==> src/rtl/i3c_pkg.sv <==
// ----------------------------------------------------------------------------
// i3c_pkg
// Shared definitions for the I3C ENTDAA sequencer:
//   - tx_mode_e   : frame-engine command encodings driven on o_tx_mode
//   - daa_state_e : sequencer FSM states
//   - BCAST_ADDR  : I3C broadcast address 7'h7E
//   - ENTDAA_CCC  : ENTDAA common command code
//   - RESERVED_LIST / is_reserved() : addresses never handed out dynamically
// ----------------------------------------------------------------------------
package i3c_pkg;

    typedef enum logic [2:0] {
        TX_START      = 3'd0,
        TX_SR         = 3'd1,
        TX_BYTE_W     = 3'd2,
        TX_BYTE_R_HDR = 3'd3,
        TX_STOP       = 3'd4
    } tx_mode_e;

    typedef enum logic [3:0] {
        ST_IDLE,
        ST_START,
        ST_HDR_W,
        ST_ACK_HDR,
        ST_CCC,
        ST_SR,
        ST_HDR_R,
        ST_ACK_R,
        ST_RD_ID,
        ST_ADDR,
        ST_ACK_A,
        ST_STOP,
        ST_DONE
    } daa_state_e;

    localparam logic [6:0] BCAST_ADDR = 7'h7E;
    localparam logic [7:0] ENTDAA_CCC = 8'h07;

    localparam int NUM_RESERVED = 8;
    localparam logic [NUM_RESERVED*7-1:0] RESERVED_LIST = {
        7'h3E, 7'h5E, 7'h6E, 7'h76, 7'h7A, 7'h7C, 7'h7E, 7'h7F
    };

    function automatic logic is_reserved(input logic [6:0] addr);
        logic hit;
        hit = 1'b0;
        for (int i = 0; i < NUM_RESERVED; i++) begin
            if (RESERVED_LIST[i*7 +: 7] == addr) begin
                hit = 1'b1;
            end
        end
        return hit;
    endfunction

endpackage

==> src/rtl/i3c_daa_addr_alloc.sv <==
// ----------------------------------------------------------------------------
// i3c_daa_addr_alloc
// Combinational next-legal-address generator for dynamic address assignment.
//   i_addr      : address just handed out
//   o_next_addr : i_addr + 1, stepping over reserved addresses
//   o_overflow  : the next legal address lies above 7'h77 (pool exhausted)
// ----------------------------------------------------------------------------
module i3c_daa_addr_alloc
    import i3c_pkg::*;
(
    input  logic [6:0] i_addr,
    output logic [6:0] o_next_addr,
    output logic       o_overflow
);

    // Eight bits so a wrap past 7'h7F shows up as overflow instead of
    // silently restarting at 0. At most two reserved addresses are
    // adjacent (7E, 7F), so two skip steps are enough.
    logic [7:0] cand0;
    logic [7:0] cand1;
    logic [7:0] cand2;

    always_comb begin
        cand0 = {1'b0, i_addr} + 8'd1;
        cand1 = cand0;
        if (!cand0[7] && is_reserved(cand0[6:0])) begin
            cand1 = cand0 + 8'd1;
        end
        cand2 = cand1;
        if (!cand1[7] && is_reserved(cand1[6:0])) begin
            cand2 = cand1 + 8'd1;
        end
        o_next_addr = cand2[6:0];
        o_overflow  = (cand2 > 8'h77);
    end

endmodule

==> src/rtl/i3c_daa_sequencer.sv <==
// ----------------------------------------------------------------------------
// i3c_daa_sequencer
// Runs the I3C ENTDAA procedure on top of the SDR frame engine:
//   START, 7E/W, ENTDAA, { Sr, 7E/R, 64-bit PID/BCR/DCR, address, ACK }*, STOP
// and records every successfully addressed target in the register file.
//
// Ports
//   i_sdr_clk / i_sdr_rst_n : clock, asynchronous active-low reset
//   i_daa_en                : level run request; dropping it aborts the run
//   o_tx_en/o_tx_mode/o_tx_byte, i_tx_done : frame transmit handshake
//   o_rx_en, i_rx_done, i_rx_data           : 64-bit ID read handshake
//   o_ack_en, i_ack_valid, i_ack            : ACK-slot sample handshake
//   o_regf_*                                : register-file write port
//   o_num_assigned                          : targets assigned this run
//   o_done                                  : one-cycle end-of-run pulse
//   o_err                                   : sticky error, cleared at run start
// ----------------------------------------------------------------------------
module i3c_daa_sequencer
    import i3c_pkg::*;
#(
    parameter int         MAX_TARGETS = 8,
    parameter logic [6:0] BASE_ADDR   = 7'h08,
    parameter int         MAX_RETRY   = 2,
    parameter int         IDX_W       = 3
) (
    input  logic             i_sdr_clk,
    input  logic             i_sdr_rst_n,
    input  logic             i_daa_en,
    output logic             o_tx_en,
    output logic [2:0]       o_tx_mode,
    output logic [7:0]       o_tx_byte,
    input  logic             i_tx_done,
    output logic             o_rx_en,
    input  logic             i_rx_done,
    input  logic [63:0]      i_rx_data,
    output logic             o_ack_en,
    input  logic             i_ack_valid,
    input  logic             i_ack,
    output logic             o_regf_wr_en,
    output logic [IDX_W-1:0] o_regf_idx,
    output logic [63:0]      o_regf_id,
    output logic [6:0]       o_regf_dyn_addr,
    output logic [IDX_W:0]   o_num_assigned,
    output logic             o_done,
    output logic             o_err
);

    localparam int RETRY_W = (MAX_RETRY < 1) ? 1 : $clog2(MAX_RETRY + 2);
    localparam logic [IDX_W:0]     MAX_CNT   = MAX_TARGETS[IDX_W:0];
    localparam logic [RETRY_W-1:0] RETRY_LIM = MAX_RETRY[RETRY_W-1:0];

    daa_state_e         state_q,      state_d;
    logic               busy_q,       busy_d;
    logic               rearm_q,      rearm_d;
    logic               tx_en_q,      tx_en_d;
    tx_mode_e           tx_mode_q,    tx_mode_d;
    logic [7:0]         tx_byte_q,    tx_byte_d;
    logic               rx_en_q,      rx_en_d;
    logic               ack_en_q,     ack_en_d;
    logic [63:0]        id_q,         id_d;
    logic [6:0]         addr_q,       addr_d;
    logic [IDX_W:0]     count_q,      count_d;
    logic [RETRY_W-1:0] retry_q,      retry_d;
    logic               regf_wr_en_q, regf_wr_en_d;
    logic [IDX_W-1:0]   regf_idx_q,   regf_idx_d;
    logic [63:0]        regf_id_q,    regf_id_d;
    logic [6:0]         regf_addr_q,  regf_addr_d;
    logic               done_q,       done_d;
    logic               err_q,        err_d;

    logic               tx_evt;
    logic               rx_evt;
    logic               ack_evt;
    logic               abort;
    logic [IDX_W:0]     count_inc;
    logic [RETRY_W-1:0] retry_inc;
    logic [6:0]         next_addr;
    logic               next_ovf;

    i3c_daa_addr_alloc u_addr_alloc (
        .i_addr      (addr_q),
        .o_next_addr (next_addr),
        .o_overflow  (next_ovf)
    );

    // Completion pulses only count while the matching request is raised,
    // so a stray done/valid from the engine is ignored.
    assign tx_evt    = tx_en_q  & i_tx_done;
    assign rx_evt    = rx_en_q  & i_rx_done;
    assign ack_evt   = ack_en_q & i_ack_valid;
    assign abort     = ~i_daa_en;
    assign count_inc = count_q + 1'b1;
    assign retry_inc = retry_q + 1'b1;

    // Each working state has two phases: busy_q low raises the state's
    // request for one registered cycle, busy_q high waits for the matching
    // completion, drops the request and picks the next state. This leaves a
    // one-cycle gap with all requests low between consecutive frames.
    always_comb begin
        state_d      = state_q;
        busy_d       = busy_q;
        rearm_d      = rearm_q;
        tx_en_d      = tx_en_q;
        tx_mode_d    = tx_mode_q;
        tx_byte_d    = tx_byte_q;
        rx_en_d      = rx_en_q;
        ack_en_d     = ack_en_q;
        id_d         = id_q;
        addr_d       = addr_q;
        count_d      = count_q;
        retry_d      = retry_q;
        regf_wr_en_d = 1'b0;
        regf_idx_d   = regf_idx_q;
        regf_id_d    = regf_id_q;
        regf_addr_d  = regf_addr_q;
        done_d       = 1'b0;
        err_d        = err_q;

        if (state_q == ST_IDLE) begin
            // rearm_q blocks a restart until i_daa_en has been seen low.
            if (!i_daa_en) begin
                rearm_d = 1'b0;
            end
            if (i_daa_en && !rearm_q) begin
                err_d     = 1'b0;
                count_d   = '0;
                retry_d   = '0;
                tx_en_d   = 1'b1;
                tx_mode_d = TX_START;
                tx_byte_d = 8'h00;
                busy_d    = 1'b1;
                state_d   = ST_START;
            end
        end else if (state_q == ST_DONE) begin
            done_d  = 1'b1;
            rearm_d = 1'b1;
            state_d = ST_IDLE;
        end else if (!busy_q) begin
            busy_d = 1'b1;
            case (state_q)
                ST_START:  begin tx_en_d = 1'b1; tx_mode_d = TX_START;      tx_byte_d = 8'h00;              end
                ST_HDR_W:  begin tx_en_d = 1'b1; tx_mode_d = TX_BYTE_R_HDR; tx_byte_d = {BCAST_ADDR, 1'b0}; end
                ST_CCC:    begin tx_en_d = 1'b1; tx_mode_d = TX_BYTE_W;     tx_byte_d = ENTDAA_CCC;         end
                ST_SR:     begin tx_en_d = 1'b1; tx_mode_d = TX_SR;         tx_byte_d = 8'h00;              end
                ST_HDR_R:  begin tx_en_d = 1'b1; tx_mode_d = TX_BYTE_R_HDR; tx_byte_d = {BCAST_ADDR, 1'b1}; end
                // Address byte carries its own odd parity in bit 0, which
                // takes the place of the engine's T-bit.
                ST_ADDR:   begin tx_en_d = 1'b1; tx_mode_d = TX_BYTE_W;     tx_byte_d = {addr_q, ~^addr_q}; end
                ST_STOP:   begin tx_en_d = 1'b1; tx_mode_d = TX_STOP;       tx_byte_d = 8'h00;              end
                ST_ACK_HDR,
                ST_ACK_R,
                ST_ACK_A:  ack_en_d = 1'b1;
                ST_RD_ID:  rx_en_d  = 1'b1;
                default:   busy_d   = 1'b0;
            endcase
        end else begin
            case (state_q)
                ST_START: if (tx_evt) begin
                    tx_en_d = 1'b0; busy_d = 1'b0;
                    state_d = abort ? ST_STOP : ST_HDR_W;
                end
                ST_HDR_W: if (tx_evt) begin
                    tx_en_d = 1'b0; busy_d = 1'b0;
                    state_d = abort ? ST_STOP : ST_ACK_HDR;
                end
                ST_ACK_HDR: if (ack_evt) begin
                    ack_en_d = 1'b0; busy_d = 1'b0;
                    if (!i_ack) begin
                        err_d   = 1'b1;
                        state_d = ST_STOP;
                    end else begin
                        state_d = abort ? ST_STOP : ST_CCC;
                    end
                end
                ST_CCC: if (tx_evt) begin
                    tx_en_d = 1'b0; busy_d = 1'b0;
                    state_d = abort ? ST_STOP : ST_SR;
                end
                ST_SR: if (tx_evt) begin
                    tx_en_d = 1'b0; busy_d = 1'b0;
                    state_d = abort ? ST_STOP : ST_HDR_R;
                end
                ST_HDR_R: if (tx_evt) begin
                    tx_en_d = 1'b0; busy_d = 1'b0;
                    state_d = abort ? ST_STOP : ST_ACK_R;
                end
                // NACK on 7E/R simply means no unaddressed target is left.
                ST_ACK_R: if (ack_evt) begin
                    ack_en_d = 1'b0; busy_d = 1'b0;
                    state_d  = (!i_ack || abort) ? ST_STOP : ST_RD_ID;
                end
                ST_RD_ID: if (rx_evt) begin
                    rx_en_d = 1'b0; busy_d = 1'b0;
                    id_d    = i_rx_data;
                    state_d = abort ? ST_STOP : ST_ADDR;
                end
                ST_ADDR: if (tx_evt) begin
                    tx_en_d = 1'b0; busy_d = 1'b0;
                    state_d = abort ? ST_STOP : ST_ACK_A;
                end
                // An accepted address is always recorded, even when the run
                // is being aborted or the pool/slots are exhausted.
                ST_ACK_A: if (ack_evt) begin
                    ack_en_d = 1'b0; busy_d = 1'b0;
                    if (i_ack) begin
                        regf_wr_en_d = 1'b1;
                        regf_idx_d   = count_q[IDX_W-1:0];
                        regf_id_d    = id_q;
                        regf_addr_d  = addr_q;
                        count_d      = count_inc;
                        retry_d      = '0;
                        if (next_ovf) begin
                            err_d   = 1'b1;
                            state_d = ST_STOP;
                        end else begin
                            addr_d  = next_addr;
                            state_d = ((count_inc == MAX_CNT) || abort) ? ST_STOP : ST_SR;
                        end
                    end else begin
                        retry_d = retry_inc;
                        if (retry_inc > RETRY_LIM) begin
                            err_d   = 1'b1;
                            state_d = ST_STOP;
                        end else begin
                            state_d = abort ? ST_STOP : ST_SR;
                        end
                    end
                end
                ST_STOP: if (tx_evt) begin
                    tx_en_d = 1'b0; busy_d = 1'b0;
                    state_d = ST_DONE;
                end
                default: begin
                    busy_d  = 1'b0;
                    state_d = ST_IDLE;
                end
            endcase
        end
    end

    // State, handshake requests and all registered outputs.
    always_ff @(posedge i_sdr_clk or negedge i_sdr_rst_n) begin
        if (!i_sdr_rst_n) begin
            state_q      <= ST_IDLE;
            busy_q       <= 1'b0;
            rearm_q      <= 1'b0;
            tx_en_q      <= 1'b0;
            tx_mode_q    <= TX_START;
            tx_byte_q    <= 8'h00;
            rx_en_q      <= 1'b0;
            ack_en_q     <= 1'b0;
            id_q         <= '0;
            addr_q       <= BASE_ADDR;
            count_q      <= '0;
            retry_q      <= '0;
            regf_wr_en_q <= 1'b0;
            regf_idx_q   <= '0;
            regf_id_q    <= '0;
            regf_addr_q  <= '0;
            done_q       <= 1'b0;
            err_q        <= 1'b0;
        end else begin
            state_q      <= state_d;
            busy_q       <= busy_d;
            rearm_q      <= rearm_d;
            tx_en_q      <= tx_en_d;
            tx_mode_q    <= tx_mode_d;
            tx_byte_q    <= tx_byte_d;
            rx_en_q      <= rx_en_d;
            ack_en_q     <= ack_en_d;
            id_q         <= id_d;
            addr_q       <= addr_d;
            count_q      <= count_d;
            retry_q      <= retry_d;
            regf_wr_en_q <= regf_wr_en_d;
            regf_idx_q   <= regf_idx_d;
            regf_id_q    <= regf_id_d;
            regf_addr_q  <= regf_addr_d;
            done_q       <= done_d;
            err_q        <= err_d;
        end
    end

    assign o_tx_en         = tx_en_q;
    assign o_tx_mode       = tx_mode_q;
    assign o_tx_byte       = tx_byte_q;
    assign o_rx_en         = rx_en_q;
    assign o_ack_en        = ack_en_q;
    assign o_regf_wr_en    = regf_wr_en_q;
    assign o_regf_idx      = regf_idx_q;
    assign o_regf_id       = regf_id_q;
    assign o_regf_dyn_addr = regf_addr_q;
    assign o_num_assigned  = count_q;
    assign o_done          = done_q;
    assign o_err           = err_q;

endmodule
==> config.mk <==
export PLATFORM = sky130hd
export DESIGN_NAME = i3c_daa_sequencer
export DESIGN_NICKNAME = d
export VERILOG_FILES = /design/src/rtl/i3c_pkg.sv /design/src/rtl/i3c_daa_addr_alloc.sv /design/src/rtl/i3c_daa_sequencer.sv
export SDC_FILE = /design/constraint.sdc
export NUM_CORES = 1
export LEC_CHECK = 0
export BUFFER_PORTS_ARGS = -buffer_cell sky130_fd_sc_hd__clkbuf_2
export CAP_MARGIN = 20
export CORE_MARGIN = 10
export CORE_UTILIZATION = 55
export CTS_CLUSTER_DIAMETER = 200
export DETAILED_ROUTE_END_ITERATION = 8
export GPL_ROUTABILITY_DRIVEN = 1
export PLACE_DENSITY_LB_ADDON = 0.12
export REMOVE_ABC_BUFFERS = 1
export SKIP_LAST_GASP = 1
export SYNTH_ARGS = -nofsm -noshare
export SYNTH_HDL_FRONTEND = slang
export SYNTH_SLANG_ARGS = --single-unit
==> constraint.sdc <==
create_clock -name i_sdr_clk -period 4.05 [get_ports i_sdr_clk]
set_input_delay 0.405 -clock i_sdr_clk [delete_from_list [all_inputs] [get_ports i_sdr_clk]]
set_output_delay 0.405 -clock i_sdr_clk [all_outputs]
set_load 0.02 [all_outputs]
## Word level (Yosys, flattened, before mapping)

Index checks and enable logic that the tools add are counted.

| operators by class | value |
|---|---|
| bitwise gates (word level) | 7 |
| reductions and logical operators | 41 |
| muxes and demuxes | 117 |
| add/subtract/negate cells | 5 |
| magnitude comparators | 2 |
| equality and inequality tests | 52 |

Operators with widths:

| cell | count |
|---|---|
| $mux 4 | 33 |
| $eq 7x7->1 const A | 14 |
| $mux 1 | 60 |
| $ne 4x4->1 const B | 13 |
| $mux 8 | 6 |
| $pmux 4 s11 | 1 |
| $pmux 8 s5 | 1 |
| $eq 4x4->1 const B | 6 |
| $reduce_and 4->1 | 5 |
| $mux 2 | 9 |
| $add 8x1->8 const B | 2 |
| $eq 4x3->1 const B | 4 |
| $pmux 3 s5 | 1 |
| $eq 6x7->1 const A | 2 |
| $reduce_and 13->1 | 1 |
| $mux 3 | 4 |
| $reduce_and 6->1 | 2 |
| $reduce_bool 2->1 | 6 |
| $reduce_bool 6->1 | 2 |
| $reduce_or 11->1 | 1 |
| $reduce_and 5->1 | 2 |
| $ne 3x3->1 const B | 3 |
| $reduce_and 9->1 | 1 |
| $add 7x1->8 const B | 1 |
| other kinds (24) | 44 |

| word-level totals | value |
|---|---|
| register bits after elaboration | 174 |
| input port bits | 71 |

## Depth between registers and ports, before layout

Gate-level depths: netlist of run 1.

| logic depth | value |
|---|---|
| word-level depth | 31 |
| mapped depth | 16 |
| mapped depth without buffers | 15 |

## Modules after synthesis

Synthesis of run 1 repeated with hierarchy kept, for this count alone.

| unflattened totals | value |
|---|---|
| cell total of the unflattened synthesis | 796 |
| area total of the unflattened synthesis | 8267.9 µm² |

By module, submodules not included:

| module | instances | seq. area each (µm²) | cells each | area an instance (µm²) |
|---|---|---|---|---|
| i3c_daa_sequencer | 1 | 4355.4 | 666 | 7249.5 |
| i3c_daa_addr_alloc | 1 | 0.0 | 130 | 1018.5 |

## Least setup slack after synthesis of run 1

No wires, ideal clock.

| timing path | value |
|---|---|
| path kind | reg-to-reg |
| start | register addr_q[3] |
| end | register addr_q[5] |
| setup time | 69 ps |
| cell stages (with the launch flop) | 15 |
| clock period less this slack | 3445 ps |
| data required time | 3981 ps |
| arrival | 3376 ps |
| buffers on the path | 0 |
| setup slack | 605 ps |
| cell sequence | dfstp_2 ha_1 nand3_2 xor2_2 or3_4 nor2_1 nor2_1 nor2_1 xnor2_1 ha_1 o21ai_0 a21o_1 and3_1 or4b_1 nand3_1 |

| between the ends | value |
|---|---|
| word-level cells in the longest chain between the ends | 26 |

Ends and longest elaborated chain:

| what | RTL line | text |
|---|---|---|
| from (decl) | i3c_daa_sequencer.sv:61 | `logic [6:0] addr_q, addr_d;` |
| from (signal assigned) | i3c_daa_sequencer.sv:272 | `addr_q <= addr_d;` |
| $add 7x1->8 (*) | i3c_daa_addr_alloc.sv:24 | `cand0 = {1'b0, i_addr} + 8'd1;` |
| $eq 7x7->1 | i3c_pkg.sv:48 | `if (RESERVED_LIST[i*7 +: 7] == addr) begin` |
| $mux 1 (8 in series) | i3c_pkg.sv:48 |  |
| $logic_and 1x1->1 | i3c_daa_addr_alloc.sv:26 | `if (!cand0[7] && is_reserved(cand0[6:0])) begin` |
| $mux 8 (*) | i3c_daa_addr_alloc.sv:26 |  |
| $eq 7x7->1 | i3c_pkg.sv:48 |  |
| $mux 1 (8 in series) | i3c_pkg.sv:48 |  |
| $logic_and 1x1->1 | i3c_daa_addr_alloc.sv:30 | `if (!cand1[7] && is_reserved(cand1[6:0])) begin` |
| $mux 8 (*) | i3c_daa_addr_alloc.sv:30 |  |
| $gt 8x7->1 | i3c_daa_addr_alloc.sv:34 | `o_overflow = (cand2 > 8'h77);` |
| $not 1->1 (no line) | n/a |  |
| $reduce_and 7->1 (no line) | n/a |  |

Every way passes the cells marked *; elsewhere a longest branch is shown, timed or not.
A chain may end at the register's enable or synchronous reset.

## Worst setup path in the final report of run 1

Ends and elaborated chain as after synthesis.

==> reports/metrics.yaml, run 1 <==
die:
  die_w_um: 139
  initial_core_util: 0.563
  die-area_um2: 19400
  num_io_pins: 166
  rows: 43
  die_y_um: 139
  core_area_um2: 13900
clock_tree:
  cts_root_buf: "clkbuf_16"
  cts_tree: "yes"
  post_cts_buffers: 0
  cts_sinks: 174
  ctsHoldBuffers: 0
  clk_path_buf_depth: 2
  h-tree-depth: 4
  clk_pin_slew_ps: 70
  cts_made_buffers: 17
  clkLatencyLatePin_ps: 420
global_routing:
  antenna_found_initial: 1
  grt_max_degree: 103
  gr-usage-all-layers: 0.194
  overflow: 0
  grt_pass1_vias: 5948
  grt_pass1_wl_um: 30800
status:
  status: "complete, no violations"
logic_synthesis:
  ys_seq_area_frac: 0.555
  synthTopCellsByArea: "dfrtp_1, mux2_2, nand2_1, ha_1, o21ai_0"
  async_flop_share: 1.00
  synth_seq_cells: 174
  avgSynthCellArea_um2: 12.3
  yosysTopAreaCellShare: 0.552
  synth_area_leader_cell: "dfrtp_1"
  ys.warnings.count: 0
  synth_most_common_cell: "dfrtp_1"
  netlist_area_um2: 7850
  synth_flop_cell: "dfrtp_1"
  synth_cells: 637
  netlist-cell-type-count: 70
  synth_commonest_cells: "dfrtp_1, mux2_2, nand2_1"
  synth-edff-count: 0
finish:
  syn2layout_area_growth_pct: 20.9
  drive_gt1_frac: 0.448
  fin_util: 0.681
  fillers: 1026
  fin_nets: 882
timing:
  tns_ps: 0
  grt_setup_unrepaired: "no"
  hold_viol_final: 0
  fin_ws_ps: 283
  setup_violations: 0
  tightest_slew_ps: 931
  slew_viol_final: 0
  fin_worst_skew_ps: 10.8
  relSlewSlack: 0.375
  fmax_mhz: 265
  period_minus_slack_ps: 3770
  fin_crit_sh: 0.930
critical_path:
  endpoint_kind: "flip-flop"
  startpoint_type: "flip-flop"
  cp.required_ps: 4400
  critical_path.max_fanout: 8
  cp.arrival_ps: 4120
  path_class: "reg2reg"
routing:
  dr_wl_met3_um: 1680
  drt-initial-drc-count: 335
  drt_first_pass_iters: 5
  drc: 0
  drtAntennaViolNets: 0
  vias_per_cell: 5.70
  met2_length_um: 9160
  drt-met1-wl_um: 7420
  wire_per_inst_um: 19.0
  dr_total_vias: 5650
  dr.max_layer_used: "met4"
  wl_um: 18800
flow_run:
  maxCapViolCount: 0
power_and_ir_drop:
  total_power_mw: 5.51
  power_density_nw_per_um2: 581
  ir_drop_mv: 0.336
  p_leak_nw: 4.83
placement:
  post-place-ws_ps: 242
  io_buffers: 165
  gp_congestion: 0.895
  dp_hpwl_um: 13800
min_path:
  hp-class: "in2async"
==> registers in the layout, indices dropped and copies added, names as in the netlist <==
name and cells:
o_regf_id 64, o_err 1, o_ack_en 1, id_q 64, o_tx_en 1, busy_q 1
addr_q 7, o_regf_dyn_addr 7, retry_q 2, rearm_q 1, o_done 1, o_regf_idx 3
o_tx_byte 8, o_num_assigned 4, o_regf_wr_en 1, o_tx_mode 3, o_rx_en 1, state_q 4
==> cells in the final DEF (no fill, tap or decap), types with 6 or more instances in the layout <==
cell	n
dfrtp_1	173
clkbuf_2	164
mux2_2	139
nand2_1	54
nor2_1	30
o21ai_0	29
a21oi_1	21
clkbuf_16	17
ha_1	13
inv_1	12
xnor2_1	10
nand3_1	9
nor3_1	8
buf_4	7
a21o_1	6
==> logic make-up (layout without fill, tap and decap cells) <==
logic type / after synthesis / after routing / synth area share
and+or+nand+nor: 134 / 134 / 0.0818
AOI/OAI and AO/OA: 114 / 114 / 0.0969
xor gates and xnor gates: 17 / 17 / 0.0209
other: 0 / 1 / 0
adders and majority gates: 14 / 14 / 0.0222
buffers and inverters: 43 / 217 / 0.0214
muxes: 141 / 141 / 0.202
DFF: 174 / 174 / 0.555
==> per-stage QoR <==
stage	std cells	hold slack [ps]	cell area, um2
final	992	71.9	9490
after global routing	992	144	9490
after CTS	991	129	9480
after detailed placement	959	472	8860
after global placement	959	459	8860
after floorplan	606	109	7730
==> critical path, cell delays in order (launching register included) <==
cell and delay (ps):
dfstp_2 620, ha_1 250, nand3_2 140, xor2_2 220
or3_4 470, nor2_2 220, nor2_1 140, nor2_1 150
xnor2_1 100, ha_1 260, o21ai_0 130, a21o_1 190
and3_1 260, or4b_1 450, nand3_1 90
==> power breakdown <==
group | switching [mW] | internal (mW) | total, mW
combinational | 0.932 | 0.616 | 1.55
sequential | 0.238 | 2.03 | 2.26
clock | 0.694 | 1.00 | 1.70
total | 1.86 | 3.65 | 5.51
==> metal layers <==
layer	vias up	track usage
met2	233	0.309
met1	2767	0.222
met3	45	0.0851
met4	0	0.0807
li1	2605	-
met5	-	0
==> final timing paths <==
check / startpoint / endpoint / slack, ps / cells past startpoint
setup reg to reg: addr_q[3]$_DFFE_PN1P_ / addr_q[5]$_DFFE_PN0P_ / 280 / 14
setup / recovery: addr_q[3]$_DFFE_PN1P_ / addr_q[5]$_DFFE_PN0P_ / 280 / 14
hold / removal: i_sdr_rst_n / o_regf_dyn_addr[0]$_DFFE_PN0P_ / 70 / 1
hold reg to reg: o_tx_byte[1]$_DFFE_PN0P_ / o_tx_byte[1]$_DFFE_PN0P_ / 480 / 2
min in group i_sdr_clk: i_rx_data[50] / id_q[50]$_DFFE_PN0P_ / 210 / 2
max in group asynchronous: i_sdr_rst_n / id_q[48]$_DFFE_PN0P_ / 3110 / 2
==> repair_timing <==
action                                  in CTS  in global routing
hold endpoints to repair                     0                  0
resized for setup                            0                  1
endpoints found under the setup margin       0                  1
==> layout make-up <==
class | instances | area [um2] | share of cell area
clock buffer | 19 | 443 | 0.0467
inverter | 12 | 45.0 | 0.00475
antenna | 1 | 2.50 | 0.000264
timing repair buffer | 173 | 905 | 0.0954
multi-input combinational | 420 | 3340 | 0.352
tap | 180 | 225 | 0.0237
clock inverter | 13 | 174 | 0.0183
sequential | 174 | 4360 | 0.459
Power figures use the tool's default switching activity.
==> run 2: changes to the inputs <==
--- a/config.mk
+++ b/config.mk
@@ -7,8 +7,8 @@
 export LEC_CHECK = 0
 export BUFFER_PORTS_ARGS = -buffer_cell sky130_fd_sc_hd__clkbuf_2
 export CAP_MARGIN = 20
-export CORE_MARGIN = 10
-export CORE_UTILIZATION = 55
+export CORE_UTILIZATION = 57
+export CTS_BUF_LIST = sky130_fd_sc_hd__clkbuf_8
 export CTS_CLUSTER_DIAMETER = 200
 export DETAILED_ROUTE_END_ITERATION = 8
 export GPL_ROUTABILITY_DRIVEN = 1
==> run 2 against run 1 <==
Register-to-register slack gained 30 ps; critical path type unchanged; global-route usage grew 7.1 points; wire length shrank 6.2%; sequential share of layout area grew 0.64 points.
==> reports/metrics.yaml, run 2 (same netlist as run 1, synthesis figures left out) <==
power_and_ir_drop:
  clock_power_share: 0.254  # -0.054
  power_density_nw_per_um2: 544  # -6.3%
  seq_power_share: 0.441  # +0.030
  intPower_mw: 3.28  # -10%
  power.share.combinational: 0.305  # +0.024
  p_leak_nw: 4.77  # -1.3%
  switchingPower_mw: 1.82  # -2.6%
  sw_frac_of_total: 0.356  # +0.0184
  ir_drop_mv: 0.365  # +8.7%
placement:
  post-place-ws_ps: 362  # +120 ps
  gp_congestion: 0.941  # +5.1%
  io_buffers: 165  # unchanged
  place_inst: 958  # -0.10%
  dp_hpwl_um: 12600  # -9.2%
  detailed_place.area_um2: 8910  # +0.48%
timing:
  fin_crit_sh: 0.924  # -0.00648
  period_minus_slack_ps: 3740  # -26.2 ps
  hold_viol_final: 0  # unchanged
  setup_violations: 0  # unchanged
  grt_setup_unrepaired: "no"
  relSlewSlack: 0.349  # -0.0259
  slew_viol_final: 0  # unchanged
  tightest_slew_ps: 970  # +38.6 ps
  tns_ps: 0  # unchanged
  fmax_mhz: 267  # +0.70%
  fin_worst_skew_ps: 7.67  # -3.13 ps
  fin_ws_ps: 310  # +26.2 ps
critical_path:
  startpoint_type: "flip-flop"
  crit_family: "simple AND/OR/NAND/NOR gates"
  cp.arrival_ps: 4140  # +20 ps
  cpMostUsedCell: "nor2_1"
  path_class: "reg2reg"
  cp.required_ps: 4450  # +50 ps
  critPathLaunch: "addr_q[3]$_DFFE_PN1P_"
  endpoint_kind: "flip-flop"
  cp_num_buf_inv: 0  # unchanged
  critical_path.max_fanout: 8  # unchanged
  r2r-start: "addr_q[3]$_DFFE_PN1P_"
  cp_cell_sequence: "ha_1, nand3_2, xor2_4, or3_4, nor2_1, nor2_1, nor2_1, xnor2_1, ha_1, o21ai_0, a21o_1, and3_1, or4b_1, nand3_1"
  critical_path.max_stage_delay_ps: 620  # about the same
  crit_slowest_cell: "dfstp_2"
die:
  die-area_um2: 14200  # -27%
  core_area_um2: 13300  # -4.2%
  die_w_um: 119  # -14%
  die_y_um: 119  # -14%
  num_io_pins: 166  # unchanged
  rows: 42  # -2.3%
  initial_core_util: 0.588  # +0.0248
global_routing:
  grt_pass1_wl_um: 29100  # -5.5%
  grt_max_degree: 104  # +0.97%
  gr-usage-all-layers: 0.264  # +0.0706
  grt_pass1_vias: 5827  # -2.0%
  antenna_found_initial: 0  # -1
  overflow: 0  # unchanged
finish:
  fin_util: 0.701  # +0.0201
  final_common_cell: "dfrtp_1"
  final_cell_mix: "dfrtp_1, clkbuf_2, mux2_2"
  syn2layout_area_growth_pct: 19.2
  diodes: 0  # -1
  finalInstanceArea_um2: 9360  # -1.4%
  drive_gt1_frac: 0.448  # about the same
  fin_nets: 886  # +0.45%
  finalNonFillerCells: 991  # -0.10%
clock_tree:
  cts_root_buf: "clkbuf_8"
  post_cts_buffers: 0  # unchanged
  clkLatencyLatePin_ps: 460  # +40 ps
  cts_sinks: 174  # unchanged
  cts_made_buffers: 17  # unchanged
  clk_pin_slew_ps: 90  # +20 ps
  h-tree-depth: 4  # unchanged
  clk_path_buf_depth: 2  # unchanged
  cts_tree: "yes"
routing:
  vias_per_cell: 5.65  # -0.87%
  drt_first_pass_iters: 4  # -1
  drtAntennaViolNets: 0  # unchanged
  dr_total_vias: 5595  # -0.97%
  wire_per_inst_um: 17.8  # -6.1%
  wl_um: 17600  # -6.2%
  drc: 0  # unchanged
  drt-initial-drc-count: 400  # +19%
min_path:
  min_from: "i_rx_data[60]"
  hp-class: "in2reg"
flow_run:
  maxCapViolCount: 0  # unchanged
status:
  status: "complete, no violations"
-- run 2: path summary, 6_finish.rpt --
check,slack [ps],depth (start not counted),to
max,310,14,addr_q[5]$_DFFE_PN0P_
min,170,2,id_q[60]$_DFFE_PN0P_
max reg2reg,310,14,addr_q[5]$_DFFE_PN0P_
min reg2reg,490,2,o_tx_byte[3]$_DFFE_PN0P_
max in group asynchronous,2620,3,id_q[19]$_DFFE_PN0P_
min in group asynchronous,500,2,o_tx_byte[7]$_DFFE_PN0P_
-- run 2: power groups by stage --
| stage | combinational, mW | sequential [mW] | clock, mW |
|---|---|---|---|
| finish | 1.55 | 2.25 | 1.29 |
| floorplan | 0.971 | 2.35 | 0 |
| global placement | 1.50 | 2.26 | 0 |
| global route | 1.71 | 2.30 | 1.39 |
| CTS | 1.55 | 2.25 | 1.32 |
| detailed placement | 1.54 | 2.28 | 0 |
-- run 2: layout make-up --
type,instances,area [um2]
flip-flops and latches,174,4360
fillers,982,3990
multi-input cells,420,3350
repair buffers,177,962
clock buffers,18,248
well taps,176,220
clock inverters,14,179
inverters,12,45.0
-- run 2: layer usage --
layer / routed length (um) / vias up / track usage / part of all wire
met3: 1100 / 37 / 0.0814 / 0.062
met5: 0 / - / 0 / 0
met4: 435 / 0 / 0.107 / 0.025
li1: - / 2604 / - / -
met1: 7300 / 2792 / 0.328 / 0.41
met2: 8800 / 162 / 0.431 / 0.50
-- run 2: timing repair --
item | CTS | global route
endpoints found under the setup margin | 0 | 1
resized for setup | 0 | 1
hold buffers | 1 | 0
endpoints found under the hold margin | 71 | 0
-- run 2: stage by stage --
stage | total power [mW] | hold WS [ps]
floorplan | 3.32 | 109
global placement | 3.76 | 453
detailed placement | 3.82 | 467
CTS | 5.12 | 142
global route | 5.40 | 139
finish | 5.09 | 171
-- run 2: worst reg2reg max path: stages, from the launching register on --
cell and delay, ps:
dfstp_2 620, ha_1 250, nand3_2 170, xor2_4 230, or3_4 460, nor2_1 170
nor2_1 140, nor2_1 150, xnor2_1 100, ha_1 260, o21ai_0 140, a21o_1 190
and3_1 270, or4b_1 450, nand3_1 90
==> run 3: changes to the inputs <==
--- a/config.mk
+++ b/config.mk
@@ -6,7 +6,6 @@
 export NUM_CORES = 1
 export LEC_CHECK = 0
 export BUFFER_PORTS_ARGS = -buffer_cell sky130_fd_sc_hd__clkbuf_2
-export CAP_MARGIN = 20
 export CORE_UTILIZATION = 57
 export CTS_BUF_LIST = sky130_fd_sc_hd__clkbuf_8
 export CTS_CLUSTER_DIAMETER = 200
@@ -17,4 +16,5 @@
 export SKIP_LAST_GASP = 1
 export SYNTH_ARGS = -nofsm -noshare
 export SYNTH_HDL_FRONTEND = slang
+export SYNTH_HIERARCHICAL = 1
 export SYNTH_SLANG_ARGS = --single-unit
==> run 3 against run 2 <==
Combinational power is 55% higher; power is 29% higher; setup slack worse by 260 ps; worst hold slack worse by 160 ps; critical endpoint is now state_q[3]$_DFFE_PN0P_; largest power group unchanged.
==> reports/metrics.yaml, run 3 <==
finish:
  drive_gt1_frac: 0.372  # -0.0761
  diodes: 0  # unchanged
  final_common_cell: "nand2_1"
  fin_nets: 1058  # +19%
  seq_area_um2: 4360  # about the same
  fin_util: 0.713  # +0.0124
  finalNonFillerCells: 1170  # +18%
  final_cell_mix: "nand2_1, dfrtp_1, clkbuf_2"
  syn2layout_area_growth_pct: 20.7
  fillers: 1031  # +5.0%
  multi_input_area_um2: 3780  # +13%
timing:
  fin_worst_skew_ps: 13.2  # +5.49 ps
  tightest_slew_ps: 928  # -41.9 ps
  fmax_mhz: 250  # -6.4%
  hold_viol_final: 0  # unchanged
  hold_ws_ps: 7.45  # -164 ps
  fin_crit_sh: 0.987  # +0.0633
  setup_violations: 0  # unchanged
  relSlewSlack: 0.381  # +0.0323
  period_minus_slack_ps: 4000  # +256 ps
  slew_viol_final: 0  # unchanged
die:
  rows: 43  # +2.4%
  die_w_um: 122  # +2.6%
  initial_core_util: 0.591  # +0.00304
  num_io_pins: 166  # unchanged
  die_y_um: 122  # +2.6%
  die-area_um2: 15000  # +5.2%
  core_area_um2: 14000  # +4.8%
global_routing:
  grt_pass1_vias: 6454  # +11%
  overflow: 0  # unchanged
  antenna_found_initial: 0  # unchanged
  grt_max_degree: 102  # -1.9%
  gr-usage-all-layers: 0.267  # +0.00265
  grt_pass1_wl_um: 30900  # +6.1%
logic_synthesis:
  ys_seq_area_frac: 0.527  # -0.0281
  ys.warnings.count: 6  # +6
  synth_cells: 796  # +25%
  synth-compound-area-share: 0.101  # +0.00432
  yosysTopAreaCellShare: 0.524  # -0.0280
  netlist_area_um2: 8270  # +5.3%
  yosys.area_share.simple: 0.182  # +0.100
  synth_seq_cells: 174  # unchanged
  avgSynthCellArea_um2: 10.4  # -16%
  synth_top_family_by_area: "simple AND/OR/NAND/NOR gates"
  synth_xor_xnor_area_share: 0.0222  # +0.00136
  async_flop_share: 1.00  # unchanged
  synth-edff-count: 0  # unchanged
  netlist-cell-type-count: 91  # +30%
  synth_most_common_cell: "nand2_1"
  synthMuxAreaShare: 0.117  # -0.0850
  synth_area_leader_cell: "dfrtp_1"
  yosys.area_share.adder: 0.0136  # -0.00854
  synth_flop_cell: "dfrtp_1"
  synth_commonest_cells: "nand2_1, dfrtp_1, mux2_2"
  synthTopCellsByArea: "dfrtp_1, nand2_1, mux2_2, o21ai_0, ha_1"
routing:
  wl_um: 20300  # +15%
  wire_per_inst_um: 17.4  # -2.5%
  drt_first_pass_iters: 5  # +1
  vias_per_cell: 5.59  # -0.93%
  drt-initial-drc-count: 468  # +17%
  drc: 0  # unchanged
  dr_total_vias: 6544  # +17%
  drtAntennaViolNets: 0  # unchanged
critical_path:
  critical_path.max_fanout: 5  # -3
  cp.required_ps: 4400  # -50 ps
  reg2reg_slack_ps: 50  # -260 ps
  critPathLaunch: "addr_q[0]$_DFFE_PN0P_"
  r2r-start: "addr_q[0]$_DFFE_PN0P_"
  r2r_cells: 21  # +7
  r2r-end: "state_q[3]$_DFFE_PN0P_"
  startpoint_type: "flip-flop"
  path_class: "reg2reg"
  cp.arrival_ps: 4350  # +210 ps
  endpoint_kind: "flip-flop"
  critical_path.endpoint: "state_q[3]$_DFFE_PN0P_"
placement:
  dp_hpwl_um: 13000  # +3.9%
  place_inst: 1117  # +17%
  io_buffers: 165  # unchanged
  gp_congestion: 0.956  # +1.5%
clock_tree:
  cts_made_buffers: 17  # unchanged
  cts_tree: "yes"
  h-tree-depth: 4  # unchanged
  cts_sinks: 174  # unchanged
  clk_pin_slew_ps: 90  # about the same
  clk_path_buf_depth: 2  # unchanged
  cts_root_buf: "clkbuf_8"
  clkLatencyLatePin_ps: 460  # about the same
flow_run:
  maxCapViolCount: 0  # unchanged
power_and_ir_drop:
  total_power_mw: 6.55  # +29%
  power_density_nw_per_um2: 656  # +21%
  p_leak_nw: 5.27  # +11%
  ir_drop_mv: 0.378  # +3.4%
min_path:
  hp-class: "in2async"
status:
  status: "complete, no violations"
-- run 3: cell types whose count changed after synthesis, sizes merged, moves of 9 or more --
| cell | before | now |
|---|---|---|
| mux2 | 139 | 76 |
| nor2 | 33 | 20 |
| buf | 5 | 26 |
| o21ai | 34 | 25 |
| clkbuf | 26 | 16 |
| nand2 | 54 | 263 |
-- run 3: how the worst min path moves through the flow --
stage                                endpoint  slack [ps]
CTS                      id_q[28]$_DFFE_PN0P_          60
global route             id_q[28]$_DFFE_PN0P_         100
global placement     o_regf_id[8]$_DFFE_PN0P_         440
floorplan               addr_q[0]$_DFFE_PN0P_         110
detailed placement  o_regf_id[26]$_DFFE_PN0P_         450
finish                   id_q[28]$_DFFE_PN0P_           7
-- run 3: cell families after synthesis --
logic type               after synthesis
multiplexers                          86
buffers and inverters                 60
adder cells (fa/ha/maj)                9
AO/OA/AOI/OAI                        105
flip-flops                           174
AND/OR/NAND/NOR                      344
XOR/XNOR                              18
-- run 3: layout make-up --
type | count | share of cell area
inverter | 18 | 0.00677
clock inverter | 13 | 0.0150
timing repair buffer | 205 | 0.115
sequential | 174 | 0.437
clock buffer | 18 | 0.0248
tap | 180 | 0.0226
multi-input combinational | 562 | 0.379
-- run 3: what timing repair did --
item	4_1_cts	5_1_grt
cloned	0	1
gates resized for setup	1	39
pin swaps	0	14
setup buffers	0	21
endpoints found under the setup margin	8	11
hold buffers	0	0
-- run 3: worst max-delay path, stage by stage (launching register included) --
cell and delay, ps:
dfrtp_1 440, ha_4 210, buf_4 160, o31ai_1 230
a41o_1 180, o22ai_4 90, buf_4 160, nand2_2 130
o21ai_1 120, nand2_2 120, ha_2 200, inv_1 80
a21oi_1 120, o211ai_1 130, o211ai_1 200, nand2_2 130
o22a_1 220, a41o_1 290, nor2_2 110, o22a_1 180
a311oi_2 110, mux2_4 280
-- run 3: routing by layer --
metal | routed length [um] | global-route usage | vias to the layer above
li1 | - | - | 3050
met1 | 8300 | 0.326 | 3209
met2 | 10100 | 0.433 | 233
met3 | 1390 | 0.0827 | 52
met4 | 548 | 0.123 | 0
met5 | 0 | 0 | -
-- run 3: report_power, final --
group          internal [mW]  switching (mW)  leakage [nW]  total (mW)
registers               2.39           0.522          2.31        2.91
clock network          0.616           0.619         0.212        1.24
logic                   1.05            1.35          2.75        2.40
total                   4.06            2.49          5.27        6.55
-- run 3: metrics by stage --
stage	instance area (um2)	setup WS, ps	TNS [ps]
floorplan	8030	-697	-28970
global placement	9250	206	0
detailed placement	9250	3.42	0
CTS	9640	-7.45	-7.45
global route	9980	-147	-509
finish	9980	53.2	0
